`config.mk`:
```
export PLATFORM = sky130hd
export DESIGN_NAME = snax_gemmx_launch_ctrl_flat
export DESIGN_NICKNAME = d
export VERILOG_FILES = /design/src/rtl/snax_gemmx_launch_ctrl_if.sv /design/src/rtl/snax_gemmx_launch_ctrl.sv /design/src/flat_wrapper.sv
export SDC_FILE = /design/constraint.sdc
export NUM_CORES = 1
export LEC_CHECK = 0
export BUFFER_PORTS_ARGS = -buffer_cell sky130_fd_sc_hd__buf_4
export CORE_AREA = 5 5 252 254
export CTS_CLUSTER_DIAMETER = 50
export DETAILED_ROUTE_END_ITERATION = 8
export DIE_AREA = 0 0 257 259
export PLACE_DENSITY = 0.45
export SLEW_MARGIN = 20
export SYNTH_ARGS = -nofsm -noshare
export SYNTH_HDL_FRONTEND = slang
export SYNTH_SLANG_ARGS = --single-unit
```
`constraint.sdc`:
```
create_clock -name clk_i -period 4.63 [get_ports clk_i]
set_input_delay 0.2315 -clock clk_i [delete_from_list [all_inputs] [get_ports clk_i]]
set_output_delay 0.2315 -clock clk_i [all_outputs]
set_load 0.05 [all_outputs]
```
`src/rtl/snax_gemmx_launch_ctrl_if.sv`:
```
// Bundles the CSR-manager handshake and accelerator config/status wires of the launch sequencer.
// Latency: none, wires only.
// Backpressure: carried by the valid/ready pairs; slave modport is the launch controller's view.
interface snax_gemmx_launch_ctrl_if #(
   parameter int unsigned RegRWCount   = 10,
   parameter int unsigned RegROCount   = 2,
   parameter int unsigned RegDataWidth = 32
);
   logic [RegRWCount*RegDataWidth-1:0] csr_reg_set_i;
   logic                               csr_reg_set_valid_i;
   logic                               csr_reg_set_ready_o;
   logic [RegROCount*RegDataWidth-1:0] csr_reg_ro_set_o;
   logic [4*RegDataWidth-1:0]          gemm_cfg_o;
   logic                               gemm_cfg_valid_o;
   logic                               gemm_cfg_ready_i;
   logic [4*RegDataWidth-1:0]          simd_cfg_o;
   logic                               simd_cfg_valid_o;
   logic                               simd_cfg_ready_i;
   logic                               bypass_simd_o;
   logic                               acc_busy_i;

   // Launch controller side.
   modport slave (
      input  csr_reg_set_i, csr_reg_set_valid_i, gemm_cfg_ready_i, simd_cfg_ready_i, acc_busy_i,
      output csr_reg_set_ready_o, csr_reg_ro_set_o, gemm_cfg_o, gemm_cfg_valid_o,
             simd_cfg_o, simd_cfg_valid_o, bypass_simd_o
   );

   // CSR manager plus accelerator side.
   modport master (
      output csr_reg_set_i, csr_reg_set_valid_i, gemm_cfg_ready_i, simd_cfg_ready_i, acc_busy_i,
      input  csr_reg_set_ready_o, csr_reg_ro_set_o, gemm_cfg_o, gemm_cfg_valid_o,
             simd_cfg_o, simd_cfg_valid_o, bypass_simd_o
   );
endinterface

```
`src/rtl/snax_gemmx_launch_ctrl.sv`:
```
// Forks one CSR config set into independent GEMM/SIMD config handshakes and tracks the job until idle.
// Latency: config valids rise the cycle after accept; RUN starts the cycle after the last config handshake.
// Backpressure: csr ready only in IDLE; config valids held until accepted. Watchdog macro: SNAX_GEMMX_LAUNCH_TIMEOUT_EN.
module snax_gemmx_launch_ctrl #(
   parameter int unsigned RegRWCount    = 10,
   parameter int unsigned RegROCount    = 2,
   parameter int unsigned RegDataWidth  = 32,
   parameter int unsigned TimeoutCycles = 1048576
) (
   input  logic                    clk_i,
   input  logic                    rst_ni,
   snax_gemmx_launch_ctrl_if.slave bus
);
   localparam int unsigned W = RegDataWidth;

   typedef enum logic [1:0] {
      IDLE     = 2'd0,
      DISPATCH = 2'd1,
      RUN      = 2'd2
   } state_e;

   state_e         state_q, state_d;
   logic [4*W-1:0] gemm_cfg_q, simd_cfg_q;
   logic           bypass_q;
   logic           gemm_done_q, simd_done_q;
   logic [W-1:0]   cycle_cnt_q;
   logic           set_rdy, gemm_vld, simd_vld;
   logic           accept, job_active, timeout, err;
   logic           unused_csr_bits;

   assign accept     = bus.csr_reg_set_valid_i & set_rdy;
   assign job_active = (state_q != IDLE);

   // Only bit 0 of CSR8 has a meaning; the rest of CSR8 and anything above it is ignored.
   assign unused_csr_bits = ^bus.csr_reg_set_i[RegRWCount*W-1:8*W+1];

`ifdef SNAX_GEMMX_LAUNCH_TIMEOUT_EN
   logic [31:0] wd_cnt_q;
   logic        err_q;

   assign timeout = job_active && (wd_cnt_q >= TimeoutCycles);
   assign err     = err_q;

   // Watchdog: counts job cycles since accept and latches a sticky error when the limit is hit.
   always_ff @(posedge clk_i or negedge rst_ni) begin
      if (!rst_ni) begin
         wd_cnt_q <= '0;
         err_q    <= 1'b0;
      end else if (accept) begin
         wd_cnt_q <= '0;
         err_q    <= 1'b0;
      end else begin
         if (job_active && !timeout) wd_cnt_q <= wd_cnt_q + 32'd1;
         if (timeout)                err_q    <= 1'b1;
      end
   end
`else
   assign timeout = 1'b0;
   assign err     = 1'b0;

   // TimeoutCycles only has an effect when the watchdog is compiled in.
   if (TimeoutCycles == 0) begin : g_no_watchdog
   end
`endif

   // State register; async reset drops both valids immediately.
   always_ff @(posedge clk_i or negedge rst_ni) begin
      if (!rst_ni) state_q <= IDLE;
      else         state_q <= state_d;
   end

   // Next state plus handshake outputs; a target's valid stays low once its done flag is set.
   always_comb begin
      state_d  = state_q;
      set_rdy  = 1'b0;
      gemm_vld = 1'b0;
      simd_vld = 1'b0;
      case (state_q)
         IDLE: begin
            set_rdy = rst_ni;
            if (bus.csr_reg_set_valid_i && rst_ni) state_d = DISPATCH;
         end
         DISPATCH: begin
            gemm_vld = !gemm_done_q && !timeout;
            simd_vld = !simd_done_q && !timeout;
            if (timeout)
               state_d = IDLE;
            else if ((gemm_done_q || bus.gemm_cfg_ready_i) && (simd_done_q || bus.simd_cfg_ready_i))
               state_d = RUN;
         end
         RUN: begin
            if (timeout || !bus.acc_busy_i) state_d = IDLE;
         end
         default: state_d = IDLE;
      endcase
   end

   // Config capture on accept, sticky per-target done flags and the saturating job cycle counter.
   always_ff @(posedge clk_i or negedge rst_ni) begin
      if (!rst_ni) begin
         gemm_cfg_q  <= '0;
         simd_cfg_q  <= '0;
         bypass_q    <= 1'b0;
         gemm_done_q <= 1'b0;
         simd_done_q <= 1'b0;
         cycle_cnt_q <= '0;
      end else if (accept) begin
         gemm_cfg_q  <= bus.csr_reg_set_i[4*W-1:0];
         simd_cfg_q  <= bus.csr_reg_set_i[8*W-1:4*W];
         bypass_q    <= bus.csr_reg_set_i[8*W];
         gemm_done_q <= 1'b0;
         simd_done_q <= bus.csr_reg_set_i[8*W];
         cycle_cnt_q <= '0;
      end else begin
         if (gemm_vld && bus.gemm_cfg_ready_i) gemm_done_q <= 1'b1;
         if (simd_vld && bus.simd_cfg_ready_i) simd_done_q <= 1'b1;
         if (job_active && (cycle_cnt_q != '1)) cycle_cnt_q <= cycle_cnt_q + W'(1);
      end
   end

   // Read-only status: [0] cycle count, [1] bit0 busy / bit1 timeout error, higher words zero.
   always_comb begin
      bus.csr_reg_ro_set_o          = '0;
      bus.csr_reg_ro_set_o[W-1:0]   = cycle_cnt_q;
      bus.csr_reg_ro_set_o[W]       = job_active;
      bus.csr_reg_ro_set_o[W+1]     = err;
   end

   assign bus.csr_reg_set_ready_o = set_rdy;
   assign bus.gemm_cfg_o          = gemm_cfg_q;
   assign bus.gemm_cfg_valid_o    = gemm_vld;
   assign bus.simd_cfg_o          = simd_cfg_q;
   assign bus.simd_cfg_valid_o    = simd_vld;
   assign bus.bypass_simd_o       = bypass_q;
endmodule
```
`src/flat_wrapper.sv`:
```
// flat-port wrapper written by rule: the top's interface ports become plain ports
module snax_gemmx_launch_ctrl_flat 
#(
   parameter int unsigned RegRWCount    = 10,
   parameter int unsigned RegROCount    = 2,
   parameter int unsigned RegDataWidth  = 32,
   parameter int unsigned TimeoutCycles = 1048576
)
  (clk_i, rst_ni, bus_csr_reg_set_i, bus_csr_reg_set_valid_i, bus_gemm_cfg_ready_i, bus_simd_cfg_ready_i, bus_acc_busy_i, bus_csr_reg_set_ready_o, bus_csr_reg_ro_set_o, bus_gemm_cfg_o, bus_gemm_cfg_valid_o, bus_simd_cfg_o, bus_simd_cfg_valid_o, bus_bypass_simd_o);
  snax_gemmx_launch_ctrl_if #(.RegRWCount(RegRWCount), .RegROCount(RegROCount), .RegDataWidth(RegDataWidth)) bus_i ();
  input  logic clk_i;
  input  logic rst_ni;
  input wire logic [$bits(bus_i.csr_reg_set_i)-1:0] bus_csr_reg_set_i;
  input wire logic [$bits(bus_i.csr_reg_set_valid_i)-1:0] bus_csr_reg_set_valid_i;
  input wire logic [$bits(bus_i.gemm_cfg_ready_i)-1:0] bus_gemm_cfg_ready_i;
  input wire logic [$bits(bus_i.simd_cfg_ready_i)-1:0] bus_simd_cfg_ready_i;
  input wire logic [$bits(bus_i.acc_busy_i)-1:0] bus_acc_busy_i;
  output wire logic [$bits(bus_i.csr_reg_set_ready_o)-1:0] bus_csr_reg_set_ready_o;
  output wire logic [$bits(bus_i.csr_reg_ro_set_o)-1:0] bus_csr_reg_ro_set_o;
  output wire logic [$bits(bus_i.gemm_cfg_o)-1:0] bus_gemm_cfg_o;
  output wire logic [$bits(bus_i.gemm_cfg_valid_o)-1:0] bus_gemm_cfg_valid_o;
  output wire logic [$bits(bus_i.simd_cfg_o)-1:0] bus_simd_cfg_o;
  output wire logic [$bits(bus_i.simd_cfg_valid_o)-1:0] bus_simd_cfg_valid_o;
  output wire logic [$bits(bus_i.bypass_simd_o)-1:0] bus_bypass_simd_o;
  assign bus_i.csr_reg_set_i = bus_csr_reg_set_i;
  assign bus_i.csr_reg_set_valid_i = bus_csr_reg_set_valid_i;
  assign bus_i.gemm_cfg_ready_i = bus_gemm_cfg_ready_i;
  assign bus_i.simd_cfg_ready_i = bus_simd_cfg_ready_i;
  assign bus_i.acc_busy_i = bus_acc_busy_i;
  assign bus_csr_reg_set_ready_o = bus_i.csr_reg_set_ready_o;
  assign bus_csr_reg_ro_set_o = bus_i.csr_reg_ro_set_o;
  assign bus_gemm_cfg_o = bus_i.gemm_cfg_o;
  assign bus_gemm_cfg_valid_o = bus_i.gemm_cfg_valid_o;
  assign bus_simd_cfg_o = bus_i.simd_cfg_o;
  assign bus_simd_cfg_valid_o = bus_i.simd_cfg_valid_o;
  assign bus_bypass_simd_o = bus_i.bypass_simd_o;
  snax_gemmx_launch_ctrl #(.RegRWCount(RegRWCount), .RegROCount(RegROCount), .RegDataWidth(RegDataWidth), .TimeoutCycles(TimeoutCycles)) u_core (.clk_i(clk_i), .rst_ni(rst_ni), .bus(bus_i));
endmodule
```
==> impl_metrics.py, run 1 <==
metrics = {
    "setup_path": {
        "crit_chain": "nand4_2, or3_1, nor4_4, nor2_1, o211ai_1",
        "path_class": "register to register",
        "start_kind": "register",
        "cp_slowest_cell": "or3_1",
        "max_stage_delay_ns": 0.62,
        "cp_num_buf_inv": 0,
        "end_kind": "register",
        "cpLargestDelayFamily": "simple AND/OR/NAND/NOR gates",
        "cp.required_ns": 5.09,
        "path_max_fanout": 10,
        "arrival_ns": 2.89,
    },
    "synth": {
        "synth_simple_gate_area_frac": 0.2932,
        "synthMuxAreaShare": 0.002506,
        "synth_compound_area_frac": 0.04208,
        "netlist.area_leader.share": 0.6119,
        "yosysTopAreaCell": "dfrtp_1",
        "synth_xor_area_frac": 0,
        "synth-async-reset-ratio": 1.000,
        "ys.flop_type": "dfrtp_1",
        "synthTopCellsByArea": "dfrtp_1, nand2_1, buf_4",
        "synth-edff-count": 0,
        "synth_cell_types": 56,
        "syn-cell-area_um2": 11980,
        "ys_seq_elements": 293,
        "syn_inst": 1352,
        "ys_warn_count": 0,
        "synth_fa_ha_area_frac": 0.001044,
        "synth.avg_cell_area_um2": 8.863,
        "ys_seq_area_frac": 0.6119,
        "synth_top_family_by_area": "simple AND/OR/NAND/NOR gates",
    },
    "clocking": {
        "cts-buffers-inserted": 47,
        "cts_buffer_depth": 3,
        "worst_skew_pair.late_latency_ns": 0.54,
        "clkTransAtPathRegs_ns": 0.05,
        "cts_root_buffer": "clkbuf_16",
        "cts.sink_count": 293,
        "cts_tree": "built",
        "h-tree-depth": 2,
    },
    "grt": {
        "grt_first_pass_wirelength_um": 71460,
        "antenna_found_initial": 3,
        "grt_pass1_vias": 12604,
        "grt.total_usage": 0.1309,
        "grt_max_degree": 151,
        "grt-ovfl-total": 0,
    },
    "sta": {
        "skew_ns": 0.01315,
        "fmax_mhz": 411.1,
        "rsz0062_at_grt": "false",
        "finalCritPeriodShare": 0.5254,
        "finalHoldViolCount": 0,
        "finalSetupViolCount": 0,
        "drv_slew": 0,
        "tns_ns": 0,
        "worst_pin_slew_ns": 0.9180,
        "slew_headroom": 0.3880,
        "min_period_ns": 2.432,
    },
    "route": {
        "drtAntennaViolNets": 0,
        "drcViolationCount": 0,
        "drtIter0Drc": 461,
        "routed_via_density": 3.978,
        "drt-total-wl_um": 45720,
        "vias": 11873,
        "first_pass_iters": 5,
        "wire_per_inst_um": 15.32,
    },
    "power_and_ir_drop": {
        "p_per_area_nw_per_um2": 837.1,
        "vdd_drop_max_mv": 0.5030,
        "power.leakage_nw": 10.82,
    },
    "job": {
        "max-cap-violations": 0,
    },
    "floorplanning": {
        "start_util": 0.1963,
        "ios": 650,
        "dieArea_um2": 66560,
        "die_w_um": 257,
        "die_h_um": 259,
        "core_um2": 61030,
        "rows": 91,
    },
    "final_layout": {
        "layout.area.seq_um2": 7332,
        "multi_input_area_um2": 4199,
        "fillers": 6290,
        "drive_gt1_frac": 0.3040,
        "synthToLayoutAreaGrowth_pct": 75.43,
        "final_cell_mix": "nand2_1, buf_4, dfrtp_1",
        "fin_util": 0.3445,
        "fin_nets": 2485,
        "final_common_cell": "nand2_1",
    },
    "min_path": {
        "hp-class": "input pin to register",
    },
    "placed_design": {
        "dpl.hpwl_um": 31480,
        "io_buffers": 555,
        "gp_congestion": 0.7728,
    },
    "outcome": {
        "status": "finished, final reports clean",
    },
}
[worst min-delay path: stages]
cell and delay, ns:
buf_4 0.10, nand3_4 0.11, nand2_1 0.09, nand2_1 0.04
[state kept, by name, summed over array words and instances, names as in the netlist]
name and count:
u_core.bus.bypass_simd_o 1, u_core.bus.gemm_cfg_o 128, u_core.state_q 2, u_core.cycle_cnt_q 32
u_core.simd_done_q 1, u_core.bus.simd_cfg_o 128, u_core.gemm_done_q 1
[metrics by stage]
step	hold WS, ns	instance area, um^2	setup slack, ns	cells	power, mW
finish	0.05954	21020	2.198	2985	17.60
global route	0.04894	21020	1.963	2985	18.62
global placement	0.3368	16850	2.195	2638	14.01
detailed placement	0.3344	16850	2.174	2638	14.08
floorplan	-0.06409	12100	2.284	1382	10.89
CTS	0.02034	21020	2.166	2984	17.84
[final timing paths]
path	startpoint	to	slack [ns]	cells past startpoint
hold / removal	bus_csr_reg_set_valid_i	u_core.bus.gemm_cfg_o[47]	0.06	4
setup reg to reg	u_core.cycle_cnt_q[21]	u_core.cycle_cnt_q[21]	2.20	5
max in group asynchronous	rst_ni	u_core.bus.simd_cfg_o[29]	2.89	3
min in group asynchronous	rst_ni	u_core.bus.gemm_cfg_o[44]	0.33	2
hold reg to reg	u_core.bus.gemm_cfg_o[31]	u_core.bus.gemm_cfg_o[31]	0.47	2
setup / recovery	u_core.cycle_cnt_q[21]	u_core.cycle_cnt_q[21]	2.20	5
[metal layers]
| layer | GRT usage | part of all wire | wire length (um) |
|---|---|---|---|
| met5 | 0 | 0.00015 | 7 |
| met1 | 0.1540 | 0.40 | 18320 |
| met2 | 0.2295 | 0.50 | 22950 |
| met4 | 0.03728 | 0.026 | 1201 |
| met3 | 0.04231 | 0.071 | 3242 |
[where the power goes]
part | internal, mW | switching, mW | total [mW]
clock | 2.15 | 1.32 | 3.47
sequential | 3.78 | 0.716 | 4.50
combinational | 2.65 | 6.98 | 9.63
total | 8.58 | 9.01 | 17.6
[logic make-up after synthesis]
| logic type | Yosys count |
|---|---|
| AO/OA/AOI/OAI | 69 |
| multiplexers | 3 |
| adder cells (fa/ha/maj) | 1 |
| other | 1 |
| buffers and inverters | 106 |
| flip-flops | 293 |
| AND/OR/NAND/NOR | 879 |
[Yosys cell counts, drive strengths merged, types with 5 or more instances]
library cell,number
nand2,792
dfrtp,293
buf,59
clkbuf,41
nand3,14
o21ai,14
and3,13
nand4,13
nor3,12
nor2,10
a21oi,8
a211o,7
a31oi,7
nor4,7
inv,6
o31ai,6
and2,5
[what timing repair did]
| action | 4_1_cts | 5_1_grt |
|---|---|---|
| hold buffers | 261 | 0 |
| setup buffers | 0 | 0 |
| hold endpoints to repair | 341 | 0 |
| resized for setup | 0 | 0 |
[layout make-up]
class / instances / area share
antenna: 1 / 0.0001190
clock buffer: 57 / 0.06059
clock inverter: 28 / 0.01351
inverter: 6 / 0.001071
multi-input combinational: 983 / 0.1998
sequential: 293 / 0.3488
tap: 790 / 0.04702
timing repair buffer: 827 / 0.3291
Note: power is estimated with default switching activity, not from simulation.
==> inputs of run 2 (changes only) <==
--- a/config.mk
+++ b/config.mk
@@ -5,12 +5,13 @@
 export SDC_FILE = /design/constraint.sdc
 export NUM_CORES = 1
 export LEC_CHECK = 0
+export ABC_AREA = 1
 export BUFFER_PORTS_ARGS = -buffer_cell sky130_fd_sc_hd__buf_4
-export CORE_AREA = 5 5 252 254
+export CORE_AREA = 5 5 248 250
 export CTS_CLUSTER_DIAMETER = 50
 export DETAILED_ROUTE_END_ITERATION = 8
-export DIE_AREA = 0 0 257 259
-export PLACE_DENSITY = 0.45
+export DIE_AREA = 0 0 253 255
+export PLACE_DENSITY = 0.46
 export SLEW_MARGIN = 20
 export SYNTH_ARGS = -nofsm -noshare
 export SYNTH_HDL_FRONTEND = slang
==> constraint.sdc (replaced) <==
create_clock -name clk_i -period 2.4 [get_ports clk_i]
set_input_delay 0.12 -clock clk_i [delete_from_list [all_inputs] [get_ports clk_i]]
set_output_delay 0.12 -clock clk_i [all_outputs]
set_load 0.05 [all_outputs]
==> run 2 against run 1 <==
Effect of this change:
- clock skew up 0.0035 ns
- via count rose by 3.4%
- clock-buffer cell count up 3
- combinational power rose by 60%
- die area decreased by 3.1%
- non-clock buffer count rose by 5
- wire length is 6.1% higher
- critical path depth up 4
- utilization increased by 2.0 points
- largest cell class unchanged
- largest power group unchanged
==> impl_metrics.py, run 2 <==
metrics = {
    "power_and_ir_drop": {
        "p_int_mw": 15.61,
        "p_per_area_nw_per_um2": 1426,
        "vdd_drop_max_mv": 0.8340,
        "p_seq_frac": 0.271,
        "p_clk_frac": 0.226,
        "p_sw_mw": 14.94,
        "power.leakage_nw": 11.26,
        "combPwrFrac": 0.504,
        "netSwitchingFraction": 0.4890,
        "power_mw": 30.55,
    },
    "grt": {
        "grt-ovfl-total": 0,
        "antenna_found_initial": 3,
        "grt_pass1_vias": 13001,
        "grt.total_usage": 0.1434,
        "grt_first_pass_wirelength_um": 73860,
        "grt_max_degree": 130,
    },
    "final_layout": {
        "final_common_cell": "nand2_1",
        "synthToLayoutAreaGrowth_pct": 75.07,
        "drive_gt1_frac": 0.2859,
        "fin_nets": 2615,
        "final_cell_mix": "nand2_1, buf_4, dfrtp_1",
    },
    "setup_path": {
        "path_class": "register to register",
        "cp_num_buf_inv": 1,
        "cpLargestDelayFamily": "simple AND/OR/NAND/NOR gates",
        "max_stage_delay_ns": 0.42,
        "cp.required_ns": 2.88,
        "arrival_ns": 2.52,
        "cp_slowest_cell": "dfrtp_1",
        "start_kind": "register",
        "path_max_fanout": 18,
        "end_kind": "register",
        "crit_chain": "ha_1, inv_1, nor2_4, nand2_4, nor2_8, nand2_2, nand2_4, nand2_1, o21ai_1",
        "cp_common_cell": "nand2_4",
    },
    "synth": {
        "yosysTopAreaCell": "dfrtp_1",
        "syn_inst": 1473,
        "ys_seq_area_frac": 0.5992,
        "ys.flop_type": "dfrtp_1",
        "ys_warn_count": 0,
        "synth-edff-count": 0,
        "ys_seq_elements": 293,
        "synth-async-reset-ratio": 1.000,
        "synth_commonest_cells": "nand2_1, dfrtp_1, nor2_1, nand3_1, buf_2",
        "synth.avg_cell_area_um2": 8.307,
        "synthTopCellsByArea": "dfrtp_1, nand2_1, buf_4",
        "synth_cell_types": 30,
        "netlist.area_leader.share": 0.5992,
        "synth.most_common_cell": "nand2_1",
        "syn-cell-area_um2": 12240,
    },
    "sta": {
        "drv_slew": 0,
        "slew_headroom": 0.4703,
        "fmax_mhz": 490.1,
        "finalCritPeriodShare": 0.8502,
        "rsz0062_at_grt": "false",
        "skew_ns": 0.01670,
        "min_period_ns": 2.040,
        "worst_pin_slew_ns": 0.7945,
        "finalSetupViolCount": 0,
        "tns_ns": 0,
        "finalHoldViolCount": 0,
    },
    "placed_design": {
        "dpl.hpwl_um": 34390,
        "io_buffers": 555,
        "gp_congestion": 0.7867,
    },
    "route": {
        "wl_met1_um": 18520,
        "first_pass_iters": 5,
        "drtIter0Drc": 499,
        "highest_layer": "met4",
        "wl_met2_um": 23890,
        "vias": 12281,
        "routed_via_density": 3.959,
        "drtAntennaViolNets": 0,
        "wl_met3_um": 4116,
        "drcViolationCount": 0,
        "drt-total-wl_um": 48490,
        "wire_per_inst_um": 15.63,
    },
    "clocking": {
        "clkTransAtPathRegs_ns": 0.05,
        "cts-buffers-inserted": 48,
        "worst_skew_pair.late_latency_ns": 0.57,
        "cts_buffer_depth": 3,
        "cts_root_buffer": "clkbuf_16",
        "ctsResizeCount": 0,
        "h-tree-depth": 2,
        "cts.sink_count": 293,
        "cts_tree": "built",
    },
    "job": {
        "max-cap-violations": 0,
    },
    "floorplanning": {
        "dieArea_um2": 64520,
        "ios": 650,
        "start_util": 0.2081,
        "rows": 89,
        "die_w_um": 253,
        "die_h_um": 255,
        "core_um2": 58800,
    },
    "outcome": {
        "status": "finished, final reports clean",
    },
    "min_path": {
        "hp-class": "input pin to register",
    },
}
run 2: worst paths after layout:
check,from,to,slack (ns),cells after the start
worst max-delay path,u_core.cycle_cnt_q[1],u_core.cycle_cnt_q[24],0.36,9
worst min-delay path,bus_csr_reg_set_valid_i,u_core.state_q[1],0.09,5
worst max register to register,u_core.cycle_cnt_q[1],u_core.cycle_cnt_q[24],0.36,9
worst min register to register,u_core.bus.simd_cfg_o[59],u_core.bus.simd_cfg_o[59],0.47,2
max in group asynchronous,rst_ni,u_core.bus.gemm_cfg_o[16],1.43,3
min in group asynchronous,rst_ni,u_core.bus.gemm_cfg_o[124],0.30,3
run 2: timing repair:
action                                 4_1_cts  5_1_grt
hold buffers                               261        0
buffers inserted                             0        0
endpoints found under the hold margin      554        0
run 2: routing by layer:
layer / global-route usage / vias up
li1: - / 6051
met1: 0.1671 / 5702
met2: 0.2430 / 419
met3: 0.05315 / 109
met4: 0.05306 / 0
met5: 0 / -
run 2: worst reg2reg max path, cell delays in order (launching register included):
cell,delay [ns]
dfrtp_1,0.42
ha_1,0.22
inv_1,0.09
nor2_4,0.18
nand2_4,0.10
nor2_8,0.17
nand2_2,0.08
nand2_4,0.21
nand2_1,0.28
o21ai_1,0.21
run 2: logic make-up (layout without fill, tap and decap cells):
family,Yosys count,count (layout),synth area share
AO/OA/AOI/OAI,23,23,0.009715
XOR/XNOR,14,14,0.01002
adder cells (fa/ha/maj),1,1,0.001022
buffers and inverters,129,952,0.05645
flip-flops,293,293,0.5992
other,1,34,0.0003065
AND/OR/NAND/NOR,1012,1012,0.3232
run 2: area by class of cell:
class	instances	area [um^2]
multi-input combinational	1081	4330
clock buffer	60	1266
sequential	293	7332
antenna	3	7.507
fill	6049	37380
tap	773	967.2
timing repair buffer	832	7057
inverter	32	130.1
clock inverter	28	330.3
run 2: power groups by stage:
stage               clock (mW)  combinational (mW)  sequential (mW)
global route              7.37                16.2             8.55
global placement             0                15.2             8.23
finish                    6.89                15.4             8.28
floorplan                    0                2.63             15.5
CTS                       7.13                15.6             8.28
detailed placement           0                15.2             8.29
run 2: through the flow:
step,hold slack [ns],setup WS [ns],instances,area (um^2),utilization
floorplan,-0.1756,0.3924,1503,12350,-
global placement,0.3144,0.3702,2750,17200,0.2926
detailed placement,0.3139,0.3845,2750,17200,0.2926
CTS,0.04985,0.3026,3099,21410,0.3642
global route,0.1101,0.1368,3101,21420,0.3643
finish,0.08717,0.3595,3102,21420,0.3643
==> inputs of run 3 (changes only) <==
--- a/config.mk
+++ b/config.mk
@@ -7,11 +7,11 @@
 export LEC_CHECK = 0
 export ABC_AREA = 1
 export BUFFER_PORTS_ARGS = -buffer_cell sky130_fd_sc_hd__buf_4
-export CORE_AREA = 5 5 248 250
+export CORE_AREA = 5 5 252 254
 export CTS_CLUSTER_DIAMETER = 50
 export DETAILED_ROUTE_END_ITERATION = 8
-export DIE_AREA = 0 0 253 255
-export PLACE_DENSITY = 0.46
+export DIE_AREA = 0 0 257 259
+export PLACE_DENSITY = 0.45
 export SLEW_MARGIN = 20
 export SYNTH_ARGS = -nofsm -noshare
 export SYNTH_HDL_FRONTEND = slang
==> run 3 against run 2 <==
Effect of this change:
- fmax shrank 0.96%
- clock-buffer cell count grew 1
- flip-flop and latch count is the same
- first-iteration DRC count shrank 11%
- utilization shrank 1.2 points
- combinational power is essentially flat
- sequential power is essentially flat
- cell count grew 0.55%
- die area grew 3.2%
- non-clock buffer count grew 9
- highest routed layer unchanged
==> impl_metrics.py, run 3 (synthesized netlist as in run 2, its figures left out) <==
metrics = {
    "route": {
        "drtAntennaViolNets": 0,
        "drtIter0Drc": 444,
        "drt-total-wl_um": 47740,
        "routed_via_density": 3.912,
        "first_pass_iters": 4,
        "vias": 12203,
        "wire_per_inst_um": 15.30,
        "drcViolationCount": 0,
    },
    "sta": {
        "setup_slack_ns": 0.3396,
        "min_period_ns": 2.060,
        "finalCritPeriodShare": 0.8585,
        "worst_pin_slew_ns": 0.8445,
        "drv_slew": 0,
        "tns_ns": 0,
        "finalSetupViolCount": 0,
        "skew_ns": 0.01096,
        "slew_headroom": 0.4370,
        "whs_ns": 0.1066,
        "finalHoldViolCount": 0,
        "rsz0062_at_grt": "false",
        "fmax_mhz": 485.3,
    },
    "final_layout": {
        "fin_util": 0.3519,
        "fin_nets": 2622,
        "multi_input_area_um2": 4330,
        "layout.area.seq_um2": 7332,
        "drive_gt1_frac": 0.2874,
        "synthToLayoutAreaGrowth_pct": 75.51,
        "final_cell_mix": "nand2_1, buf_4, dfrtp_1",
        "final_common_cell": "nand2_1",
        "fillers": 6341,
    },
    "floorplanning": {
        "die_h_um": 259,
        "die_w_um": 257,
        "dieArea_um2": 66560,
        "core_um2": 61030,
        "start_util": 0.2005,
        "rows": 91,
        "ios": 650,
    },
    "clocking": {
        "worst_skew_pair.late_latency_ns": 0.55,
        "cts_tree": "built",
        "clkTransAtPathRegs_ns": 0.05,
        "ctsResizeCount": 0,
        "cts-buffers-inserted": 46,
        "cts_buffer_depth": 3,
        "postCtsSetupRepairBufs": 0,
        "cts-hold-fix-buffers": 262,
        "h-tree-depth": 2,
        "cts.sink_count": 293,
        "cts_root_buffer": "clkbuf_16",
    },
    "job": {
        "max-cap-violations": 0,
    },
    "grt": {
        "grt_max_degree": 147,
        "grt-ovfl-total": 0,
        "grt.total_usage": 0.1375,
        "antenna_found_initial": 2,
        "grt_pass1_vias": 12955,
        "grt_first_pass_wirelength_um": 73840,
    },
    "setup_path": {
        "arrival_ns": 1.94,
        "path_max_fanout": 56,
        "end_kind": "output pin",
        "path_class": "input pin to output pin",
        "start_kind": "input pin",
        "cp.required_ns": 2.28,
    },
    "placed_design": {
        "dpl.hpwl_um": 34170,
        "gp_congestion": 0.7977,
        "io_buffers": 555,
        "pre_cts_ws_ns": 0.3888,
    },
    "power_and_ir_drop": {
        "p_per_area_nw_per_um2": 1423,
        "power.leakage_nw": 11.30,
        "vdd_drop_max_mv": 0.7979,
        "power_mw": 30.56,
    },
    "outcome": {
        "status": "finished, final reports clean",
    },
    "min_path": {
        "hp-class": "input pin to register",
    },
}
run 3: cell count changes in the layout (fill, tap and decap cells not counted), sizes merged:
cell         change
dlygate4sd3      +1
clkbuf           +1
clkinvlp         -4
bufinv           +1
inv              -2
diode            -2
buf              +8
clkinv           -3
run 3: cell type report:
cell class                 instances  area share
sequential                       293      0.3414
tap                              790     0.04603
multi-input combinational       1081      0.2017
antenna                            1   0.0001165
clock inverter                    20     0.01352
clock buffer                      61     0.06048
timing repair buffer             841      0.3307
inverter                          32    0.006060
run 3: metrics by stage:
| stage | std cells | instance area, um^2 |
|---|---|---|
| final | 3119 | 21470 |
| after global routing | 3119 | 21470 |
| after CTS | 3118 | 21470 |
| after detailed placement | 2775 | 17260 |
| after global placement | 2775 | 17260 |
| after floorplan | 1503 | 12350 |
run 3: final timing paths:
kind / startpoint / endpoint / slack, ns / depth (start not counted)
setup / recovery: rst_ni / bus_csr_reg_set_ready_o / 0.34 / 6
hold / removal: bus_csr_reg_set_valid_i / u_core.state_q[0] / 0.11 / 6
setup reg to reg: u_core.cycle_cnt_q[0] / u_core.cycle_cnt_q[3] / 0.38 / 9
min in group asynchronous: rst_ni / u_core.bus.gemm_cfg_o[85] / 0.41 / 3
hold reg to reg: u_core.bus.simd_cfg_o[47] / u_core.bus.simd_cfg_o[47] / 0.47 / 2
max in group asynchronous: rst_ni / u_core.bus.simd_cfg_o[1] / 0.92 / 4
run 3: report_power, final:
part | total [mW] | internal [mW] | switching [mW]
registers | 8.28 | 7.04 | 1.24
clock network | 6.96 | 4.45 | 2.51
logic | 15.3 | 4.26 | 11.1
run 3: layer usage:
layer,wire length [um],GRT usage,vias up
li1,-,-,6064
met1,18240,0.1527,5686
met2,24290,0.2460,360
met3,3692,0.04941,93
met4,1520,0.04384,0
met5,0,0,-
run 3: worst max-delay path, cell delays in order:
cell           delay, ns
dlygate4sd3_1       0.58
buf_8               0.18
buf_4               0.62
inv_1               0.09
nor2_1              0.12
buf_4               0.20
